==> src/rtl/wdt_reset_gen_if.sv <==
// Wishbone classic slave bus for the reset sequencer's register window.
interface wdt_reset_gen_if;
  logic [31:0] S_ADR_I;
  logic [31:0] S_DAT_I;
  logic        S_WE_I;
  logic        S_STB_I;
  logic        S_CYC_I;
  logic [3:0]  S_SEL_I;
  logic [31:0] S_DAT_O;
  logic        S_ACK_O;
  logic        S_ERR_O;
  logic        S_RTY_O;

  modport master (
    output S_ADR_I, S_DAT_I, S_WE_I, S_STB_I, S_CYC_I, S_SEL_I,
    input  S_DAT_O, S_ACK_O, S_ERR_O, S_RTY_O
  );

  modport slave (
    input  S_ADR_I, S_DAT_I, S_WE_I, S_STB_I, S_CYC_I, S_SEL_I,
    output S_DAT_O, S_ACK_O, S_ERR_O, S_RTY_O
  );
endinterface

==> src/rtl/wdt_reset_gen.sv <==
// Merges watchdog, keyed software and external pin reset requests into one
// stretched system reset, with a sticky cause register and an entry counter.
module wdt_reset_gen #(
  parameter int          HOLD_CYCLES  = 16,
  parameter int          HOLD_WIDTH   = 8,
  parameter int          GUARD_CYCLES = 4,
  parameter logic [7:0]  SW_KEY       = 8'h5A
) (
  input  logic           CLK_I,
  input  logic           RST_I,
  input  logic           RSTREQ_I,
  input  logic           EXT_RST_N_I,
  wdt_reset_gen_if.slave bus,
  output logic           SYS_RST_O
);

  localparam int GUARD_WIDTH = (GUARD_CYCLES > 1) ? $clog2(GUARD_CYCLES) : 1;
  localparam int CNT_WIDTH   = (HOLD_WIDTH > GUARD_WIDTH) ? HOLD_WIDTH : GUARD_WIDTH;
  localparam logic [CNT_WIDTH-1:0] HOLD_RELOAD  = CNT_WIDTH'(HOLD_CYCLES - 1);
  localparam logic [CNT_WIDTH-1:0] GUARD_RELOAD =
    CNT_WIDTH'((GUARD_CYCLES > 0) ? GUARD_CYCLES - 1 : 0);

  typedef enum logic [1:0] {
    S_HOLD,
    S_GUARD,
    S_IDLE
  } state_t;

  state_t               state;
  logic [CNT_WIDTH-1:0] cnt;
  logic                 sys_rst;
  logic [3:0]           cause;
  logic [7:0]           count;
  logic                 ack;
  logic [31:0]          dat_out;
  logic                 ext_meta;
  logic                 ext_sync;
  logic                 ext_prev;

  logic                 access;
  logic [1:0]           reg_sel;
  logic                 wr_fire;
  logic                 sw_req;
  logic                 ext_req;
  logic                 req;
  logic                 log_req;
  logic [3:0]           req_cause;
  logic [3:0]           cause_clr;
  logic                 count_clr;
  logic [31:0]          read_mux;
  logic                 unused_bus;

  // Register writes take effect at the end of the ack cycle, while the master
  // is still holding address and data stable.
  assign access    = bus.S_STB_I & bus.S_CYC_I;
  assign reg_sel   = bus.S_ADR_I[3:2];
  assign wr_fire   = ack & access & bus.S_WE_I;
  assign sw_req    = wr_fire && (reg_sel == 2'd1) &&
                     (bus.S_DAT_I[15:8] == SW_KEY) && bus.S_DAT_I[0];
  assign ext_req   = ext_prev & ~ext_sync;
  assign req       = RSTREQ_I | sw_req | ext_req;
  assign log_req   = req && (state != S_GUARD);
  assign req_cause = {1'b0, ext_req, sw_req, RSTREQ_I};
  assign cause_clr = (wr_fire && (reg_sel == 2'd0)) ? bus.S_DAT_I[3:0] : 4'b0000;
  assign count_clr = wr_fire && (reg_sel == 2'd2);

  assign unused_bus = ^{bus.S_SEL_I, bus.S_ADR_I[31:4], bus.S_ADR_I[1:0],
                        bus.S_DAT_I[31:16], bus.S_DAT_I[7:4]};

  always_comb begin
    read_mux = 32'h0;
    case (reg_sel)
      2'd0:    read_mux = {28'h0, cause};
      2'd1:    read_mux = {24'h0, SW_KEY};
      2'd2:    read_mux = {24'h0, count};
      default: read_mux = 32'h0;
    endcase
  end

  always_ff @(posedge CLK_I or posedge RST_I) begin
    if (RST_I) begin
      ack     <= 1'b0;
      dat_out <= 32'h0;
    end else begin
      ack     <= access & ~ack;
      dat_out <= (access & ~ack & ~bus.S_WE_I) ? read_mux : 32'h0;
    end
  end

  // ext_prev trails the synchronised pin by one cycle to detect its falling edge.
  always_ff @(posedge CLK_I or posedge RST_I) begin
    if (RST_I) begin
      ext_meta <= 1'b1;
      ext_sync <= 1'b1;
      ext_prev <= 1'b1;
    end else begin
      ext_meta <= EXT_RST_N_I;
      ext_sync <= ext_meta;
      ext_prev <= ext_sync;
    end
  end

  always_ff @(posedge CLK_I or posedge RST_I) begin
    if (RST_I) begin
      state   <= S_HOLD;
      cnt     <= HOLD_RELOAD;
      sys_rst <= 1'b1;
      cause   <= 4'b1000;
      count   <= 8'h00;
    end else begin
      cause <= (cause & ~cause_clr) | (log_req ? req_cause : 4'b0000);
      if (count_clr)
        count <= 8'h00;
      else if ((state == S_IDLE) && req && (count != 8'hFF))
        count <= count + 8'd1;

      case (state)
        S_HOLD: begin
          if (req) begin
            cnt <= HOLD_RELOAD;
          end else if (cnt == '0) begin
            sys_rst <= 1'b0;
            if (GUARD_CYCLES > 0) begin
              state <= S_GUARD;
              cnt   <= GUARD_RELOAD;
            end else begin
              state <= S_IDLE;
            end
          end else begin
            cnt <= cnt - CNT_WIDTH'(1);
          end
        end
        S_GUARD: begin
          if (cnt == '0)
            state <= S_IDLE;
          else
            cnt <= cnt - CNT_WIDTH'(1);
        end
        S_IDLE: begin
          if (req) begin
            state   <= S_HOLD;
            cnt     <= HOLD_RELOAD;
            sys_rst <= 1'b1;
          end
        end
        default: begin
          state   <= S_IDLE;
          sys_rst <= 1'b0;
        end
      endcase
    end
  end

  assign SYS_RST_O   = sys_rst;
  assign bus.S_ACK_O = ack;
  assign bus.S_DAT_O = dat_out;
  assign bus.S_ERR_O = 1'b0;
  assign bus.S_RTY_O = 1'b0;

endmodule

==> src/flat_wrapper.sv <==
// flat-port wrapper written by rule: the top's interface ports become plain ports
module wdt_reset_gen_flat 
#(
  parameter int          HOLD_CYCLES  = 16,
  parameter int          HOLD_WIDTH   = 8,
  parameter int          GUARD_CYCLES = 4,
  parameter logic [7:0]  SW_KEY       = 8'h5A
)
  (CLK_I, RST_I, RSTREQ_I, EXT_RST_N_I, SYS_RST_O, bus_S_ADR_I, bus_S_DAT_I, bus_S_WE_I, bus_S_STB_I, bus_S_CYC_I, bus_S_SEL_I, bus_S_DAT_O, bus_S_ACK_O, bus_S_ERR_O, bus_S_RTY_O);
  wdt_reset_gen_if bus_i ();
  input  logic CLK_I;
  input  logic RST_I;
  input  logic RSTREQ_I;
  input  logic EXT_RST_N_I;
  output logic SYS_RST_O;
  input wire logic [$bits(bus_i.S_ADR_I)-1:0] bus_S_ADR_I;
  input wire logic [$bits(bus_i.S_DAT_I)-1:0] bus_S_DAT_I;
  input wire logic [$bits(bus_i.S_WE_I)-1:0] bus_S_WE_I;
  input wire logic [$bits(bus_i.S_STB_I)-1:0] bus_S_STB_I;
  input wire logic [$bits(bus_i.S_CYC_I)-1:0] bus_S_CYC_I;
  input wire logic [$bits(bus_i.S_SEL_I)-1:0] bus_S_SEL_I;
  output wire logic [$bits(bus_i.S_DAT_O)-1:0] bus_S_DAT_O;
  output wire logic [$bits(bus_i.S_ACK_O)-1:0] bus_S_ACK_O;
  output wire logic [$bits(bus_i.S_ERR_O)-1:0] bus_S_ERR_O;
  output wire logic [$bits(bus_i.S_RTY_O)-1:0] bus_S_RTY_O;
  assign bus_i.S_ADR_I = bus_S_ADR_I;
  assign bus_i.S_DAT_I = bus_S_DAT_I;
  assign bus_i.S_WE_I = bus_S_WE_I;
  assign bus_i.S_STB_I = bus_S_STB_I;
  assign bus_i.S_CYC_I = bus_S_CYC_I;
  assign bus_i.S_SEL_I = bus_S_SEL_I;
  assign bus_S_DAT_O = bus_i.S_DAT_O;
  assign bus_S_ACK_O = bus_i.S_ACK_O;
  assign bus_S_ERR_O = bus_i.S_ERR_O;
  assign bus_S_RTY_O = bus_i.S_RTY_O;
  wdt_reset_gen #(.HOLD_CYCLES(HOLD_CYCLES), .HOLD_WIDTH(HOLD_WIDTH), .GUARD_CYCLES(GUARD_CYCLES), .SW_KEY(SW_KEY)) u_core (.CLK_I(CLK_I), .RST_I(RST_I), .RSTREQ_I(RSTREQ_I), .EXT_RST_N_I(EXT_RST_N_I), .bus(bus_i), .SYS_RST_O(SYS_RST_O));
endmodule
==> config.mk <==
export PLATFORM = sky130hd
export DESIGN_NAME = wdt_reset_gen_flat
export DESIGN_NICKNAME = d
export VERILOG_FILES = /design/src/rtl/wdt_reset_gen_if.sv /design/src/rtl/wdt_reset_gen.sv /design/src/flat_wrapper.sv
export SDC_FILE = /design/constraint.sdc
export NUM_CORES = 1
export LEC_CHECK = 0
export ABC_AREA = 1
export CAP_MARGIN = 10
export CORE_ASPECT_RATIO = 0.75
export CORE_MARGIN = 5
export CORE_UTILIZATION = 41
export DETAILED_ROUTE_END_ITERATION = 10
export PLACE_DENSITY = 0.81
export SYNTH_ARGS = -nofsm -noshare
export SYNTH_HDL_FRONTEND = slang
export SYNTH_SLANG_ARGS = --single-unit
==> constraint.sdc <==
create_clock -name CLK_I -period 1.85 [get_ports CLK_I]
set_clock_uncertainty 0.15 [all_clocks]
set_input_delay 0.555 -clock CLK_I [delete_from_list [all_inputs] [get_ports CLK_I]]
set_output_delay 0.555 -clock CLK_I [all_outputs]
set_load 0.005 [all_outputs]
==> run metrics, run 1 <==
sw frac 42.5%; DIE WIDTH approximately 95 um; First-pass DRT Iterations 5; GRT overflow 0; H-tree Lvls 2; reg2reg path depth 9; Yosys warnings 0; Initial Util 42.1%; WL final between 5 and 6 mm; Pint between 2000 and 2500 uW; IO Port Bufs 30; CP required around 1.9 ns; first-pass GRT wire length 8.48 mm; violated checks negative setup slack; Netlist cell types 27; largest net degree at the start of global routing 36; Layout Nets 431; cells after synthesis between 200 and 300; gp weighted congestion 0.831; Leak 0.00171 uW; Async SR Flop Fraction 100%; initial antenna violation count 0; Worst-path clk slew 0.08 ns; share of cells above drive strength 1 22.6%; fin. max-slew vios 0; most instantiated library cell after synthesis nand2_1; Placed Area around 2700 um^2; HPWL after DPL 3.73 mm; number of CTS-inserted buffers 5; Die Height 74.0 um; clk buf depth 2; Seq/Total Area, Yosys 39.6%; CTS sink count 35; WP data arrival around 1.9 ns; Root Buffer clkbuf_8; CTS tree yes; DP Worst Slack -0.381 ns; vias in the first global route 1930; DRC viols 0; type of the worst setup path input pin to flop; Yosys top cell by area dfrtp_1; reg-to-reg endpoint u_core.state[0]; Seq cells post-synth 35; Clk pwr share 20.8%; IR drop worst, VDD between 0.4 and 0.5 mV; final hold vios 0; maximum clock frequency 530 MHz; mapped cell area 2240 um^2; FP Rows 23; hold path depth 0; Worst Hold Slack ~0.20 ns; final worst-path cycle share 102%; post-layout min period 1.89 ns; run status complete, but fails checks; PwrDens 1170 nW/um^2; DIE AREA ~7000 um^2; DR vias 2010; Critical Path Start Type input pin; highest fanout seen on the critical path 5; post-route ant nets 0; final worst slack -0.0362 ns; IO Pins 111; Synth top cells by count 67 x nand2_1, 39 x inv_1, 34 x nand3_1; worst r2r src u_core.ext_sync; Hold Path End u_core.ext_sync; Hold Startpoint u_core.ext_meta; syn_area_per_cell about 7.8 um^2; Post-synth EDFFs 0; Via-to-Cell Ratio about 4.7; top-area cell type share of the netlist area about 29%; Sw Pwr 1490 uW; clk_lat worst skew 0.31 ns; Layout area overhead 33.9%; CP Capture Type flop; combinational group share of total power 47.6%; min-delay worst type flop to flop; final setup violation count 3; core footprint 5320 um^2; flop-to-flop setup slack roughly 0.050 ns; post-route cell area 3000 um^2; GRT Total Usage 15.3%; # diodes 0; setup_tns -0.0815 ns; MaxCap Viol Count 0; ys flop type dfrtp_1; Sequential Power Share between 30% and 40%; routed len/inst 13.3 um; Area contributors post-synth dfrtp_1 29%, nand2_1 11%, dfstp_2 11%, buf_4 9.0%, nand3_1 7.6%; Initial DRC Count 288
==> through the flow <==
stage | util [%] | power [uW] | std cells
final | 56.4 | 3510 | 425
after global placement | 50.7 | 2460 | 411
after global routing | 56.4 | 3740 | 425
after floorplan | - | 2130 | 313
after CTS | 53.3 | 3290 | 423
after detailed placement | 50.7 | 2530 | 411
==> routing by layer <==
metal	part of all wire (%)	wire (um)	vias up	GRT usage, %
met5	0	0	-	0
met4	2.6	148	0	5.84
met2	48	2690	90	27.4
li1	-	-	979	-
met3	8.7	493	14	3.94
met1	41	2320	927	17.8
==> worst max path at each step <==
| stage | startpoint | end | slack [ns] | cells past startpoint |
|---|---|---|---|---|
| floorplan | u_core.cnt[0] | u_core.cnt[6] | 0.18 | 10 |
| global placement | bus_S_ADR_I[2] | u_core.count[7] | -0.38 | 11 |
| detailed placement | bus_S_ADR_I[2] | u_core.count[6] | -0.38 | 11 |
| CTS | u_core.count[0] | u_core.count[6] | 0.002 | 8 |
| global route | RSTREQ_I | u_core.state[0] | -0.08 | 9 |
| finish | RSTREQ_I | u_core.state[0] | -0.04 | 9 |
==> state kept, by name, indices dropped and copies added (netlist names) <==
register	count
u_core.cnt	8
u_core.count	8
u_core.state	2
u_core.bus.S_DAT_O	8
u_core.ext_meta	1
u_core.cause	4
u_core.ext_prev	1
u_core.bus.S_ACK_O	1
u_core.ext_sync	1
u_core.SYS_RST_O	1
==> critical path, cell delays in order <==
cell and delay, ns:
clkdlybuf4s50_1 0.45, a21oi_1 0.20, buf_4 0.18, nand2_4 0.08
buf_6 0.14, nand2_4 0.06, nand2_2 0.06, o21bai_1 0.14
nand2_1 0.07
==> power by group through the flow <==
stage	logic, uW	clock network [uW]	registers [uW]
4_1_cts	1460	738	1100
2_1_floorplan	1060	0	1080
3_3_place_gp	1360	0	1100
3_5_place_dp	1430	0	1110
5_1_grt	1850	764	1120
6_report	1670	728	1110
==> kinds of logic (layout without fill, tap and decap cells) <==
group / Yosys count / count (layout) / synth area share (%)
simple gates: 147 / 148 / 30.9
xor+xnor: 9 / 9 / 3.52
flops: 35 / 35 / 39.6
compound gates: 21 / 21 / 5.69
buf+inv: 68 / 104 / 16.2
other cells: 1 / 26 / 0.167
fa+ha+maj: 7 / 7 / 3.91
==> final cells by class <==
| cell class | instances | area, um^2 |
|---|---|---|
| tap | 75 | 93.8 |
| clock inverter | 3 | 47.5 |
| clock buffer | 5 | 68.8 |
| sequential | 35 | 887 |
| inverter | 40 | 150 |
| timing repair buffer | 56 | 544 |
| fill | 441 | 2320 |
| multi-input combinational | 211 | 1210 |
==> cells in the final DEF, fill, tap and decap left out, drive strengths merged <==
cell type      count
inv               41
xor2               9
nand3             41
a32o               1
a21o               1
clkinv             1
conb              26
a22o               2
dfstp              9
bufinv             1
dlygate4sd2       10
a21oi              5
nor3               4
nand2             72
nand3b             1
clkdlybuf4s50      7
clkbuf             5
ha                 7
dfrtp             26
o21ai              9
dlymetal6s2s      13
nor2              30
buf               26
o21bai             3
==> repair_timing <==
action	in CTS	in global routing
hold buffers	0	0
resized for setup	11	39
pin swaps	11	19
setup buffers	3	2
setup endpoints to repair	23	25
cloned	1	0
Note: power is estimated with default switching activity, not from simulation.
==> run 2: changes to the inputs <==
- CORE_UTILIZATION: 41 -> 37
- PLACE_DENSITY: 0.81 -> 0.78
- clock period: 1.85 -> 1.7 ns (I/O delays scaled with it)
==> run 2 against run 1 <==
Against the previous run:
- the flow still finishes with violations (negative setup slack)
- register-to-register slack got worse by 0.10 ns
- highest routed layer unchanged
- critical path depth rose by 1
- sequential power increased by 7%
- global-route usage fell by 0.18 points
- design area increased by 6.9%
- worst setup slack worse by 0.014 ns
- largest cell class unchanged
- sequential cell count did not move
- via count grew 6.9%
- die area increased by 9.5%
==> run metrics, run 2 (synthesized netlist as in run 1, its figures left out) <==
Critical Path Start Type flop (was input pin); DRC viols 0 (unchanged); final worst-path cycle share 103%; CTS tree yes (unchanged); Worst Hold Slack 0.208 ns (was 0.196 ns); maximum clock frequency 571 MHz; IR drop worst, VDD 0.441 mV (was 0.462 mV); routed len/inst 14.5 um (was 13.3 um); DR vias 2149 (was 2010); clk_lat worst skew 0.30 ns (was 0.31 ns); vias in the first global route 2134 (was 1930); final hold vios 0 (unchanged); IO Pins 111 (unchanged); highest fanout seen on the critical path 5 (unchanged); Root Buffer clkbuf_8 (unchanged); CP Capture Type flop (unchanged); Pint 2350 uW (was 2020 uW); setup_tns -0.0624 ns (was -0.0815 ns); violated checks negative setup slack (unchanged); WL final 6.52 mm (was 5.64 mm); DIE AREA 7730 um^2 (was 7060 um^2); # placed instances 428 (was 411); GRT overflow 0 (unchanged); post-layout min period 1.75 ns; RSZ-0062 raised after global routing yes; Worst-path clk slew 0.08 ns (about the same); Layout Nets 452 (was 431); non-filler cells, final 449 (was 425); Sequential Power Share 28.6% (was 31.7%); Placed Area 2810 um^2 (was 2700 um^2); final worst slack -0.0505 ns (was -0.0362 ns); Sw Pwr 1810 uW (was 1490 uW); HPWL after DPL 4.08 mm (was 3.73 mm); post-route ant nets 0 (unchanged); core footprint 5860 um^2 (was 5320 um^2); fin. max-slew vios 0 (unchanged); Fillers 484 (was 441); initial antenna violation count 0 (unchanged); sw frac 43.5% (was 42.5%); most frequent cells in the layout 60 x nand2_1, 42 x buf_4, 32 x inv_1, 30 x nand3_1 (was 61 x nand2_1, 38 x inv_1, 29 x nand3_1, 26 x conb_1, 26 x dfrtp_1); post-route cell area 3210 um^2 (was 3000 um^2); Layout area overhead 43.1% (was 33.9%); first-pass GRT wire length 9.55 mm (was 8.48 mm); min-delay worst type flop to flop (unchanged); commonest non-fill, non-tap cell in the layout nand2_1 (unchanged); MaxCap Viol Count 0 (unchanged); number of CTS-inserted buffers 5 (unchanged); PwrDens 1300 nW/um^2 (was 1170 nW/um^2); # diodes 0 (unchanged); Leak 0.00170 uW (was 0.00171 uW); GRT Total Usage 15.1% (was 15.3%); share of cells above drive strength 1 32.1% (was 22.6%); FP Rows 24 (was 23); type of the worst setup path flop to flop (was input pin to flop); combinational group share of total power 56.8% (was 47.6%); DIE WIDTH 99.9 um (was 95.4 um); Die Height 77.4 um (was 74.0 um); First-pass DRT Iterations 4 (was 5); largest net degree at the start of global routing 36 (unchanged); H-tree Lvls 2 (unchanged); WP data arrival 1.83 ns (was 1.94 ns); Clk pwr share 14.6% (was 20.8%); Initial DRC Count 179 (was 288); gp weighted congestion 0.853 (was 0.831); clk buf depth 2 (unchanged); Design Power 4160 uW (was 3510 uW); CP required 1.78 ns (was 1.90 ns); CTS sink count 35 (unchanged); Initial Util 38.3% (was 42.1%); IO Port Bufs 30 (unchanged); Via-to-Cell Ratio 4.79 (was 4.73); final setup violation count 2 (was 3); run status complete, but fails checks (unchanged)
==> run 2: cell types whose count changed in the layout (fill, tap and decap cells not counted), moves of 5 or more <==
cell / before / now
dlygate4sd2_1: 10 / 21
inv_1: 38 / 32
dlymetal6s2s_1: 13 / 1
nor2_1: 23 / 14
nor2_2: 6 / 13
inv_2: 2 / 7
buf_4: 23 / 42
==> run 2: path summary, 6_finish.rpt <==
check / start / endpoint / slack (ns) / depth (start not counted)
hold / removal: u_core.ext_meta / u_core.ext_sync / 0.21 / 0
setup reg to reg: u_core.cnt[0] / u_core.cnt[7] / -0.05 / 10
min in group asynchronous: RST_I / u_core.cnt[6] / 0.40 / 3
hold reg to reg: u_core.ext_meta / u_core.ext_sync / 0.21 / 0
max in group asynchronous: RST_I / u_core.cause[3] / 0.73 / 3
setup / recovery: u_core.cnt[0] / u_core.cnt[7] / -0.05 / 10
==> run 2: layer usage <==
metal | part of all wire, % | up-vias | global-route usage, %
met5 | 0 | - | 0
met4 | 3.2 | 0 | 6.00
met3 | 7.4 | 19 | 2.33
met2 | 51 | 104 | 26.2
met1 | 39 | 1013 | 18.9
li1 | - | 1013 | -
==> run 2: cell type report <==
type,instances,area [um^2],share of cell area [%]
multi-input combinational,211,1310,40.7
sequential,35,887,27.7
timing repair buffer,77,677,21.1
inverter,40,154,4.80
tap,78,97.6,3.04
clock buffer,6,72.6,2.26
clock inverter,2,13.8,0.429
==> run 2: per-stage QoR <==
stage,utilization [%],setup WS (ns)
6_report,54.8,-0.0505
5_1_grt,54.8,-0.124
4_1_cts,51.3,0.00624
3_5_place_dp,47.9,-0.506
3_3_place_gp,47.9,-0.487
2_1_floorplan,-,0.0330
==> run 2: repair_timing <==
| action | CTS | global route |
|---|---|---|
| cloned | 2 | 0 |
| setup endpoints to repair | 34 | 19 |
| hold buffers | 0 | 0 |
| resized for setup | 48 | 39 |
| buffers inserted | 5 | 8 |
| pin swaps | 24 | 19 |
==> run 2: power groups by stage <==
stage	combinational, uW	clock, uW	sequential, uW
floorplan	1150	0	1170
global placement	1670	0	1160
detailed placement	1750	0	1170
CTS	1950	618	1160
global route	2590	660	1200
finish	2360	609	1190
==> run 2: critical path, cell delays in order, from the launching register on <==
cell and delay, ns:
dfstp_2 0.54, inv_2 0.05, ha_4 0.16, nand2_4 0.06, nor2_4 0.05, a21oi_4 0.19, nand2_8 0.10, buf_12 0.14
nor2_2 0.09, nand2_1 0.08, nand2_1 0.06
==> run 3: changes to the inputs <==
- SLEW_MARGIN: unset -> 10
==> results of run 3 <==
Same layout as run 2: the final DEF is identical, and so are final timing and power.
